### src/rtl/bin_to_bcd_seq.sv
// rtl/bin_to_bcd_seq.sv - iterative double-dabble binary-to-BCD converter
// One shift-and-add-3 step per clock, valid/ready on both sides, saturating overflow and leading-zero mask.
module bin_to_bcd_seq #(
  parameter int BIN_W  = 10,
  parameter int DIGITS = 3
) (
  input  logic                  clk_i,
  input  logic                  rst_ni,
  input  logic                  in_valid_i,
  output logic                  in_ready_o,
  input  logic [BIN_W-1:0]      bin_i,
  output logic                  out_valid_o,
  input  logic                  out_ready_i,
  output logic [4*DIGITS-1:0]   bcd_o,
  output logic [DIGITS-1:0]     blank_o,
  output logic                  ovf_o
);

  if (BIN_W < 1 || BIN_W > 16) begin : g_bad_bin_w
    $error("bin_to_bcd_seq: BIN_W must be in 1..16");
  end
  if (DIGITS < 1 || DIGITS > 5) begin : g_bad_digits
    $error("bin_to_bcd_seq: DIGITS must be in 1..5");
  end

  function automatic int unsigned pow10(input int n);
    int unsigned r;
    r = 1;
    for (int i = 0; i < n; i++) r = r * 10;
    return r;
  endfunction

  localparam int          CNT_W    = $clog2(BIN_W + 1);
  localparam int unsigned POW10    = pow10(DIGITS);
  // Clamp to 2^BIN_W so an unreachable limit never aliases when truncated to BIN_W+1 bits.
  localparam int unsigned LIMIT    = (POW10 >= (32'd1 << BIN_W)) ? (32'd1 << BIN_W) : POW10;
  localparam logic [BIN_W:0]      LIMIT_W   = LIMIT[BIN_W:0];
  localparam logic [CNT_W-1:0]    STEPS     = CNT_W'(BIN_W);
  localparam logic [DIGITS-1:0]   BLANK_RST = ~(DIGITS'(1));

  typedef enum logic [1:0] {IDLE, CONV, DONE} state_t;

  state_t                state_q, state_d;
  logic [CNT_W-1:0]      cnt_q, cnt_d;
  logic [BIN_W-1:0]      shift_q, shift_d;
  logic [4*DIGITS-1:0]   acc_q, acc_d;
  logic                  sat_q, sat_d;
  logic [4*DIGITS-1:0]   bcd_q, bcd_d;
  logic [DIGITS-1:0]     blank_q, blank_d;
  logic                  ovf_q, ovf_d;
  logic                  out_valid_q, out_valid_d;
  logic                  in_ready_q, in_ready_d;

  logic [4*DIGITS-1:0]   acc_adj;
  logic [4*DIGITS-1:0]   bcd_load;
  logic [DIGITS-1:0]     blank_load;
  logic                  zero_run;

  always_comb begin
    state_d     = state_q;
    cnt_d       = cnt_q;
    shift_d     = shift_q;
    acc_d       = acc_q;
    sat_d       = sat_q;
    bcd_d       = bcd_q;
    blank_d     = blank_q;
    ovf_d       = ovf_q;
    out_valid_d = out_valid_q;
    in_ready_d  = in_ready_q;

    acc_adj = acc_q;
    for (int d = 0; d < DIGITS; d++) begin
      if (acc_q[4*d +: 4] >= 4'd5) acc_adj[4*d +: 4] = acc_q[4*d +: 4] + 4'd3;
    end

    bcd_load   = sat_q ? {DIGITS{4'h9}} : acc_q;
    zero_run   = 1'b1;
    blank_load = '0;
    // Scan from the top digit down; the ones digit is never blanked.
    for (int d = DIGITS - 1; d >= 1; d--) begin
      zero_run      = zero_run & (bcd_load[4*d +: 4] == 4'h0);
      blank_load[d] = zero_run;
    end

    case (state_q)
      IDLE: begin
        if (in_valid_i && in_ready_q) begin
          shift_d    = bin_i;
          acc_d      = '0;
          cnt_d      = '0;
          sat_d      = ({1'b0, bin_i} >= LIMIT_W);
          in_ready_d = 1'b0;
          state_d    = CONV;
        end
      end
      CONV: begin
        if (cnt_q == STEPS) begin
          bcd_d       = bcd_load;
          blank_d     = blank_load;
          ovf_d       = sat_q;
          out_valid_d = 1'b1;
          state_d     = DONE;
        end else begin
          acc_d   = {acc_adj[4*DIGITS-2:0], shift_q[BIN_W-1]};
          shift_d = shift_q << 1;
          cnt_d   = cnt_q + CNT_W'(1);
        end
      end
      DONE: begin
        if (out_ready_i) begin
          out_valid_d = 1'b0;
          in_ready_d  = 1'b1;
          state_d     = IDLE;
        end
      end
      default: state_d = IDLE;
    endcase
  end

  always_ff @(posedge clk_i or negedge rst_ni) begin
    if (!rst_ni) begin
      state_q     <= IDLE;
      cnt_q       <= '0;
      shift_q     <= '0;
      acc_q       <= '0;
      sat_q       <= 1'b0;
      bcd_q       <= '0;
      blank_q     <= BLANK_RST;
      ovf_q       <= 1'b0;
      out_valid_q <= 1'b0;
      in_ready_q  <= 1'b1;
    end else begin
      state_q     <= state_d;
      cnt_q       <= cnt_d;
      shift_q     <= shift_d;
      acc_q       <= acc_d;
      sat_q       <= sat_d;
      bcd_q       <= bcd_d;
      blank_q     <= blank_d;
      ovf_q       <= ovf_d;
      out_valid_q <= out_valid_d;
      in_ready_q  <= in_ready_d;
    end
  end

  assign in_ready_o  = in_ready_q;
  assign out_valid_o = out_valid_q;
  assign bcd_o       = bcd_q;
  assign blank_o     = blank_q;
  assign ovf_o       = ovf_q;

endmodule

### config.mk
export PLATFORM = sky130hd
export DESIGN_NAME = bin_to_bcd_seq
export DESIGN_NICKNAME = d
export VERILOG_FILES = /design/src/rtl/bin_to_bcd_seq.sv
export SDC_FILE = /design/constraint.sdc
export NUM_CORES = 1
export LEC_CHECK = 0
export ABC_AREA = 1
export CORE_MARGIN = 2
export CORE_UTILIZATION = 56
export CTS_BUF_LIST = sky130_fd_sc_hd__clkbuf_4
export DETAILED_ROUTE_END_ITERATION = 12
export GPL_ROUTABILITY_DRIVEN = 0
export PLACE_DENSITY = 0.82
export SLEW_MARGIN = 20
export SYNTH_ARGS = -nofsm -noshare
export SYNTH_HDL_FRONTEND = slang
export SYNTH_SLANG_ARGS = --single-unit
### constraint.sdc
create_clock -name clk_i -period 1.7 [get_ports clk_i]
set_input_delay 0.34 -clock clk_i [delete_from_list [all_inputs] [get_ports clk_i]]
set_output_delay 0.34 -clock clk_i [all_outputs]
set_load 0.01 [all_outputs]
# [Word-level counts from Yosys, hierarchy flattened]
# Index checks and enable logic that the tools add are counted.
[classes] add_sub_neg=4 magnitude_cmp=4 eq_ne=7 muxes=23 bitwise=1 n_reduce_logical=13
[ops] op="2-to-1 mux 12 bit" count=3
[ops] op="one-hot mux 12 bit (2 select lines)" count=1
[ops] op="2-to-1 mux 10 bit" count=2
[ops] op="one-hot mux 10 bit (2 select lines)" count=1
[ops] op="2-to-1 mux 4 bit" count=4
[ops] op=">= comparator 4 x 3 -> 1 bit (second input constant)" count=3
[ops] op="AND reduction 3 bit" count=4
[ops] op=">= comparator 10 bit (second input constant)" count=1
[ops] op="adder 4 x 2 -> 4 bit (second input constant)" count=2
[ops] op="zero test 4 bit" count=2
[ops] op="inequality test 2 bit (second input constant)" count=4
[ops] op="one-hot mux 4 bit (2 select lines)" count=1
[ops] op="2-to-1 mux 2 bit" count=3
[ops] op="one-hot mux 2 bit (3 select lines)" count=1
[ops] op="nonzero test 2 bit" count=3
[ops] op="adder 4 x 1 -> 4 bit (second input constant)" count=1
[ops] op="== test 4 bit (second input constant)" count=1
[ops] op="2-to-1 mux 1 bit" count=4
[ops] op="one-hot mux 1 bit (2 select lines)" count=2
[ops] op="AND reduction 2 bit" count=2
[ops] op="adder 3 x 2 -> 3 bit (second input constant)" count=1
[ops] op="2-to-1 mux 3 bit" count=1
[ops] op="== test 2 x 1 -> 1 bit (second input constant)" count=1
[ops] op="== test 2 bit (second input constant)" count=1
[ops] op="other kinds (3)" count=3
[word_totals] regBits=46 inputBits=14 out_inout_bits=18 word_cells=62

# [Depth between registers and ports, before layout]
# Gate-level depths: netlist of run 1.
[depth] ltp_word=4 mapped_depth=9 ltp_nobuf=9

# [Worst setup path after synthesis of run 1]
# Ideal clock, no wire load.
[synth_timing] path_type="flip-flop to flip-flop" startpoint="register cnt_q[0]" endpoint="register bcd_q[11] (netlist: bcd_o[11])" setup_ns=0.121 arrival_time_ns=1.195 required_time_ns=1.579 path_slack_ns=0.384 stages_incl_launch_ff=9 path_buffers=1 synth_period_minus_slack_ns=1.316 cell_sequence="dfrtp_1 > inv_1 > ha_1 > nand3_2 > nor2_2 > inv_2 > buf_2 > nand2_1 > o21ai_1"
[synth_between] elab_chain_cells=2
[synth_lines] element="start: declaration" line_no="44" rtl="logic [CNT_W-1:0] cnt_q, cnt_d;"
[synth_lines] element="start signal: assignment" line_no="134" rtl="cnt_q <= cnt_d;"
[synth_lines] element="== test 4 bit" line_no="97" rtl="if (cnt_q == STEPS) begin"
[synth_lines] element="AND reduction 2 bit (no source line)"
[synth_lines] element="end signal: assignment" line_no="127" rtl="bcd_q <= '0;"
[synth_lines] element="end signal: assignment" line_no="138" rtl="bcd_q <= bcd_d;"
[synth_lines] element="end: declaration" line_no="48" rtl="logic [4*DIGITS-1:0] bcd_q, bcd_d;"
# Every way passes these cells.
# A chain may end at the register's enable or synchronous reset.

# [Worst setup path after layout of run 1]
[layout_timing] startpoint="register bcd_q[10] (netlist: bcd_o[10])" endpoint="output bcd_o[10]"
[layout_rtl] element="end: declaration" line_no="14" rtl="output logic [4*DIGITS-1:0] bcd_o,"
# No word-level cell between the ends.

==> summary.md, run 1 <==
| Metric | Value |
|---|---|
| Clock Skews | `between 0.02 and 0.025 ns` |
| Grt total ovfl | `0` |
| Critical path type | `register to output port` |
| Cell taking the most area after synthesis | `dfrtp_1` |
| Max FO, Critical Path | `2` |
| Syn Inst Count | `277` |
| Netlist cell types | `25` |
| Diode count | `0` |
| Global-route wire length before repair | `7.32 mm` |
| Max incr delay on CP | `~0.55 ns` |
| Max Root-Sink Buffers | `2` |
| Vias | `1840` |
| Fin crit period | `1.66 ns` |
| Post-route ant nets | `0` |
| Worst Setup End Kind | `output port` |
| Post-Synth Simple-Gate Area | `0.239` |
| Initial antenna violation count | `0` |
| Setup Buffers After CTS | `0` |
| Final setup fails | `0` |
| Asr flop ratio synth | `1.00` |
| Fin crit share | `0.975` |
| Reg2reg end | `bcd_o[2]` |
| Crit path arrival time | `approximately 1.3 ns` |
| Outcome | `completed` |
| DR vias/cell | `5.07` |
| Synth Area per Inst | `roughly 8 µm²` |
| FP Rows | `23` |
| Post-Syn Area | `around 0.0023 mm²` |
| Ys Warns | `0` |
| R2R setup slack | `0.20 ns` |
| H-tree Lvls | `2` |
| # DRC | `0` |
| CP Buf/Inv Count | `1` |
| Worst-Skew Late Latency | `0.38 ns` |
| Cell Pwr Density | `approximately 1800 mW/mm²` |
| R2R depth | `7` |
| Critical Path Source Type | `register` |
| Initial Util | `0.574` |
| Layout cells sized above 1 | `0.0927` |
| CTS tree | `built` |
| GRT Total Usage | `0.214` |
| Crit-path leading delay family | `buffers and inverters` |
| Mux contribution to synthesized area | `0` |
| Synth Area in Compound Gates | `0.116` |
| Area grow syn2layout | `18.3%` |
| Seq/Total Area, Yosys | `0.510` |
| Max Clk Rate | `0.603 GHz` |
| Die height | `67.6 µm` |
| Filler cells | `~340` |
| VDD IR max | `0.877 mV` |
| Port buffer count | `30` |
| Post-synthesis adder-cell area fraction | `0.0442` |
| Initial drt markers | `roughly 120` |
| Fin. max-slew vios | `0` |
| Post-Synth XOR/XNOR Area | `0.00387` |
| Chain of cells forming the critical path | `clkdlybuf4s50_1` |
| Max-capacitance violation count | `0` |
| Core Region | `~0.004 mm²` |
| Final wirelength | `4.26 mm` |
| Final TNS setup | `0 ns` |
| WP data required | `roughly 1.4 ns` |
| Main combinational cell family by area after synthesis | `simple AND/OR/NAND/NOR gates` |
| Clock sink total | `46` |
| Number of flops mapped to enable cells by yosys | `0` |
| WP depth | `1` |
| Leakage | `1.33 nW` |
| Synth Flop Type | `dfrtp_1` |
| Clock buffer count from CTS | `5` |
| CTS Root Cell | `clkbuf_4` |
| Die area | `about 0.0046 mm²` |
| Worst setup endpoint | `bcd_o[10]` |
| Hold WS | `~0.45 ns` |
| Clock transition at path regs | `0.16 ns` |
| Worst r2r src | `cnt_q[0]` |
| Final hold vios | `0` |
| Syn_nets | `299` |
| Largest net degree at the start of global routing | `47` |
| Worst Setup SP | `bcd_o[10]` |
| RSZ-0062 raised after global routing | `false` |
| I/O pin count | `32` |
| HP Class | `input port to async pin` |
| Drt pass-1 iters | `4` |
| Area share of the largest cell type after synthesis | `0.475` |
| FF+latch count, synth | `between 40 and 50` |
| Synth area leaders | `dfrtp_1, nand2_1, o21ai_0, inv_1, ha_1` |
| Vias in the first global route | `1643` |
| DR WL/cell | `between 10 and 15 µm` |
| Slowest-stage cell, CP | `clkdlybuf4s50_1` |
| Die width | `between 60 and 70 µm` |
| DP Wirelength | `about 3.1 mm` |
| Nets@finish | `between 300 and 400` |
-- sequential cells by signal (all words and copies together) (netlist names) --
register	flops
shift_q	10
state_q	2
sat_q	1
ovf_o	1
bcd_o	12
in_ready_o	1
blank_o	2
cnt_q	4
out_valid_o	1
acc_q	12
-- area by class of cell --
| class | count | area (µm²) | area share |
|---|---|---|---|
| clock inverter | 3 | 23.8 | 0.00887 |
| timing repair buffer | 36 | 354 | 0.132 |
| inverter | 35 | 131 | 0.0490 |
| clock buffer | 5 | 37.5 | 0.0140 |
| multi-input combinational | 188 | 916 | 0.342 |
| tap | 50 | 62.6 | 0.0233 |
| sequential | 46 | 1150 | 0.431 |
-- repair_timing --
action / 4_1_cts / 5_1_grt
resized for setup: 3 / 1
pin swaps: 0 / 0
hold buffers: 1 / 0
cloned: 0 / 0
endpoints found under the hold margin: 43 / 0
setup endpoints to repair: 3 / 1
-- synthesized netlist by cell type, types with 2 or more instances --
| library cell | instances |
|---|---|
| buf_6 | 2 |
| inv_1 | 31 |
| buf_2 | 2 |
| buf_4 | 4 |
| nand3_1 | 18 |
| dfstp_2 | 3 |
| o21ai_1 | 5 |
| nand2_1 | 85 |
| dfrtp_1 | 43 |
| inv_2 | 4 |
| o21ai_0 | 35 |
| a31oi_1 | 3 |
| ha_1 | 8 |
| nor2_1 | 20 |
| nand2_4 | 3 |
| o21ai_2 | 2 |
-- layout by cell type, fill, tap and decap left out --
| cell | netlist | final |
|---|---|---|
| a21oi_1 | 1 | 1 |
| a31oi_1 | 3 | 3 |
| buf_12 | 0 | 1 |
| buf_2 | 2 | 1 |
| buf_4 | 4 | 4 |
| clkbuf_4 | 0 | 5 |
| clkdlybuf4s50_1 | 0 | 25 |
| clkinvlp_4 | 0 | 2 |
| conb_1 | 1 | 1 |
| dfrtp_1 | 43 | 43 |
| dfstp_2 | 3 | 3 |
| dlygate4sd2_1 | 0 | 3 |
| dlygate4sd3_1 | 0 | 1 |
| dlymetal6s2s_1 | 0 | 1 |
| ha_1 | 8 | 8 |
| inv_1 | 31 | 31 |
| inv_2 | 4 | 4 |
| inv_6 | 0 | 1 |
| nand2_1 | 85 | 85 |
| nand2_4 | 3 | 3 |
| nand3_1 | 18 | 18 |
| nand3_2 | 1 | 1 |
| nor2_1 | 20 | 20 |
| nor2_2 | 1 | 1 |
| o211ai_1 | 1 | 1 |
| o21a_1 | 1 | 1 |
| o21ai_0 | 35 | 35 |
| o21ai_1 | 5 | 5 |
| o21ai_2 | 2 | 2 |
| o22ai_1 | 1 | 1 |
| or2_2 | 1 | 1 |
| xnor2_1 | 1 | 1 |
-- kinds of logic (layout without fill, tap and decap cells) --
group                      count (synthesis)  count (layout)
AOI/OAI and AO/OA                         49              49
xor gates and xnor gates                   1               1
adders and majority gates                  8               8
buffers and inverters                     43              79
DFF                                       46              46
other                                      1               1
and+or+nand+nor                          129             129
-- power breakdown --
group          switching [mW]  leakage, nW  internal [mW]  total [mW]
Clock                   0.376       0.0278          0.166       0.542
Sequential              0.323        0.579           1.59        1.91
Combinational            1.35        0.727          0.931        2.28
Total                    2.04         1.33           2.68        4.73
-- through the flow --
stage                     setup WS, ns  cells  power (mW)  instance area (µm²)  utilization
final                           0.0426    363        4.73                 2680        0.680
after global routing            0.0107    363        5.18                 2680        0.680
after CTS                       0.0422    363        4.76                 2680        0.679
after detailed placement        0.0974    354        4.23                 2610        0.662
after global placement           0.158    354        4.13                 2610        0.662
after floorplan                  0.384    277        3.50                 2260            -
-- how the worst min path moves through the flow --
| stage | startpoint | endpoint |
|---|---|---|
| final | rst_ni | bcd_o[4] |
| after global routing | rst_ni | bcd_o[4] |
| after CTS | rst_ni | bcd_o[4] |
| after detailed placement | rst_ni | bcd_o[1] |
| after global placement | rst_ni | bcd_o[2] |
| after floorplan | rst_ni | acc_q[0] |
-- layer usage --
metal	part of all wire	vias up	GRT usage
met1	0.47	843	0.282
li1	-	940	-
met2	0.47	50	0.353
met4	0.016	0	0.0842
met5	0	-	0
met3	0.050	7	0.0350
Power figures use the tool's default switching activity.
==> inputs of run 2 (changes only) <==
Settings changed: CORE_MARGIN 2 to default.
==> run 2 against run 1 <==
Compared with the run above: final cell count shrank 0.55%; power rose by 2.7%; final area up 0.79%; count of clock-buffer cells in the layout unchanged; flip-flop and latch count unchanged; global-route usage grew 1.1 points; clock power grew 24%; worst setup slack gained 0.021 ns.
==> summary.md, run 2 (synthesized netlist as in run 1, its figures left out) <==
| Metric | Value |
|---|---|
| Outcome | `completed` |
| Initial Util | `0.601 (+0.0261)` |
| I/O pin count | `32 (unchanged)` |
| Crit-path leading delay family | `buffers and inverters` |
| Final wirelength | `4.15 mm (-2.6%)` |
| Worst setup endpoint | `bcd_o[3]` |
| CTS Root Cell | `clkbuf_4` |
| Worst-Skew Late Latency | `0.37 ns (about the same)` |
| Final TNS setup | `0 ns (unchanged)` |
| FP Rows | `22 (-4.3%)` |
| Clock Skews | `0.0210 ns (-0.00203 ns)` |
| Nets@finish | `334 (unchanged)` |
| Die width | `65.6 µm (-3.0%)` |
| HP Class | `input port to async pin` |
| Fin util | `0.716 (+0.0365)` |
| R2R depth | `8 (+1)` |
| Overall power | `4.86 mW (+2.7%)` |
| WP depth | `1 (unchanged)` |
| Most frequent cells in the layout | `nand2_1, dfrtp_1, o21ai_0` |
| Initial antenna violation count | `0 (unchanged)` |
| GRT Total Usage | `0.226 (+0.0114)` |
| Clock sink total | `46 (unchanged)` |
| Drt pass-1 iters | `4 (unchanged)` |
| Clock buffer count from CTS | `5 (unchanged)` |
| Reg2reg end | `shift_q[8]` |
| DR vias/cell | `5.15 (+1.6%)` |
| # DRC | `0 (unchanged)` |
| Clock transition at path regs | `0.15 ns (about the same)` |
| Max FO, Critical Path | `2 (unchanged)` |
| Fin crit period | `1.64 ns (-0.0208 ns)` |
| Worst Setup SP | `bcd_o[3]` |
| Worst Setup End Kind | `output port` |
| WP data required | `1.36 ns (about the same)` |
| Post-route ant nets | `0 (unchanged)` |
| VDD IR max | `0.852 mV (-2.9%)` |
| H-tree Lvls | `2 (unchanged)` |
| Max-capacitance violation count | `0 (unchanged)` |
| Worst r2r src | `cnt_q[0]` |
| Critical Path Source Type | `register` |
| Largest net degree at the start of global routing | `31 (-34%)` |
| Fin crit share | `0.963 (-0.0122)` |
| Final setup fails | `0 (unchanged)` |
| DR WL/cell | `11.5 µm (-2.0%)` |
| Leakage | `1.33 nW (-0.46%)` |
| Grt total ovfl | `0 (unchanged)` |
| Chain of cells forming the critical path | `clkdlybuf4s50_1` |
| Cell Pwr Density | `1800 mW/mm² (+1.9%)` |
| DP Wirelength | `3.07 mm (+0.50%)` |
| RSZ-0062 raised after global routing | `false` |
| Max incr delay on CP | `0.55 ns (about the same)` |
| Die height | `65.6 µm (-3.0%)` |
| CTS tree | `built` |
| Commonest non-fill, non-tap cell in the layout | `nand2_1` |
| Vias | `1860 (+1.1%)` |
| Initial drt markers | `63 (-46%)` |
| Multi-input logic area | `921 µm² (+0.55%)` |
| Global-route wire length before repair | `7.29 mm (-0.37%)` |
| Critical path type | `register to output port` |
| R2R setup slack | `0.23 ns (+0.03 ns)` |
| Port buffer count | `30 (unchanged)` |
| Area grow syn2layout | `19.3%` |
| FF/Latch Area | `0.00115 mm² (unchanged)` |
| Max Root-Sink Buffers | `2 (unchanged)` |
| Crit path arrival time | `1.30 ns (-0.02 ns)` |
| Core Region | `0.00377 mm² (-4.3%)` |
| Vias in the first global route | `1713 (+4.3%)` |
| Fin. max-slew vios | `0 (unchanged)` |
| Final hold vios | `0 (unchanged)` |
| Setup Buffers After CTS | `0 (unchanged)` |
| Diode count | `0 (unchanged)` |
| Filler cells | `319 (-7.3%)` |
| Max Clk Rate | `0.611 GHz (+1.3%)` |
| CP Buf/Inv Count | `1 (unchanged)` |
| Slowest-stage cell, CP | `clkdlybuf4s50_1` |
| Layout cells sized above 1 | `0.0927 (unchanged)` |
| Die area | `0.00430 mm² (-5.8%)` |
==> run 2: cell count changes in the layout (fill, tap and decap cells not counted) <==
cell,change
bufinv_16,+1
clkdlybuf4s50_1,+1
dlymetal6s2s_1,-1
inv_6,-1
nor2_2,-1
nor2_4,+1
==> run 2: layout make-up <==
class                      instances  area share
multi-input combinational        188       0.341
sequential                        46       0.428
clock inverter                     3      0.0167
timing repair buffer              36       0.130
clock buffer                       5      0.0139
inverter                          35      0.0486
tap                               48      0.0222
==> run 2: report_power, final <==
part           switching, mW  leakage (nW)  total [mW]  internal [mW]
combinational           1.35         0.711        2.29          0.935
sequential             0.313         0.579        1.90           1.59
clock                  0.363        0.0374       0.671          0.309
total                   2.03          1.33        4.86           2.83
==> run 2: worst min path at each step <==
stage | from | endpoint | slack, ns | cells past startpoint
after floorplan | rst_ni | acc_q[0] | 0.04 | 0
after global placement | rst_ni | bcd_o[2] | 0.28 | 1
after detailed placement | rst_ni | bcd_o[2] | 0.28 | 1
after CTS | rst_ni | bcd_o[4] | 0.41 | 2
after global routing | rst_ni | bcd_o[9] | 0.43 | 2
final | rst_ni | acc_q[11] | 0.40 | 2
==> run 2: layer usage <==
layer / track usage / vias to the layer above / share of wire
met5: 0 / - / 0
met2: 0.378 / 42 / 0.48
met1: 0.281 / 867 / 0.47
met4: 0.0815 / 0 / 0.0094
li1: - / 947 / -
met3: 0.0573 / 4 / 0.037
==> run 2: repair_timing <==
item,4_1_cts,5_1_grt
setup endpoints to repair,3,3
hold endpoints to repair,14,0
hold buffers,1,0
resized for setup,3,1
==> run 2: through the flow <==
stage               instance area, µm²  hold slack (ns)  instances  setup WS, ns
floorplan                         2260           0.0444        277         0.384
global placement                  2610            0.282        352         0.171
detailed placement                2610            0.282        352         0.126
CTS                               2700            0.408        361        0.0490
global route                      2700            0.429        361        0.0150
finish                            2700            0.397        361        0.0633
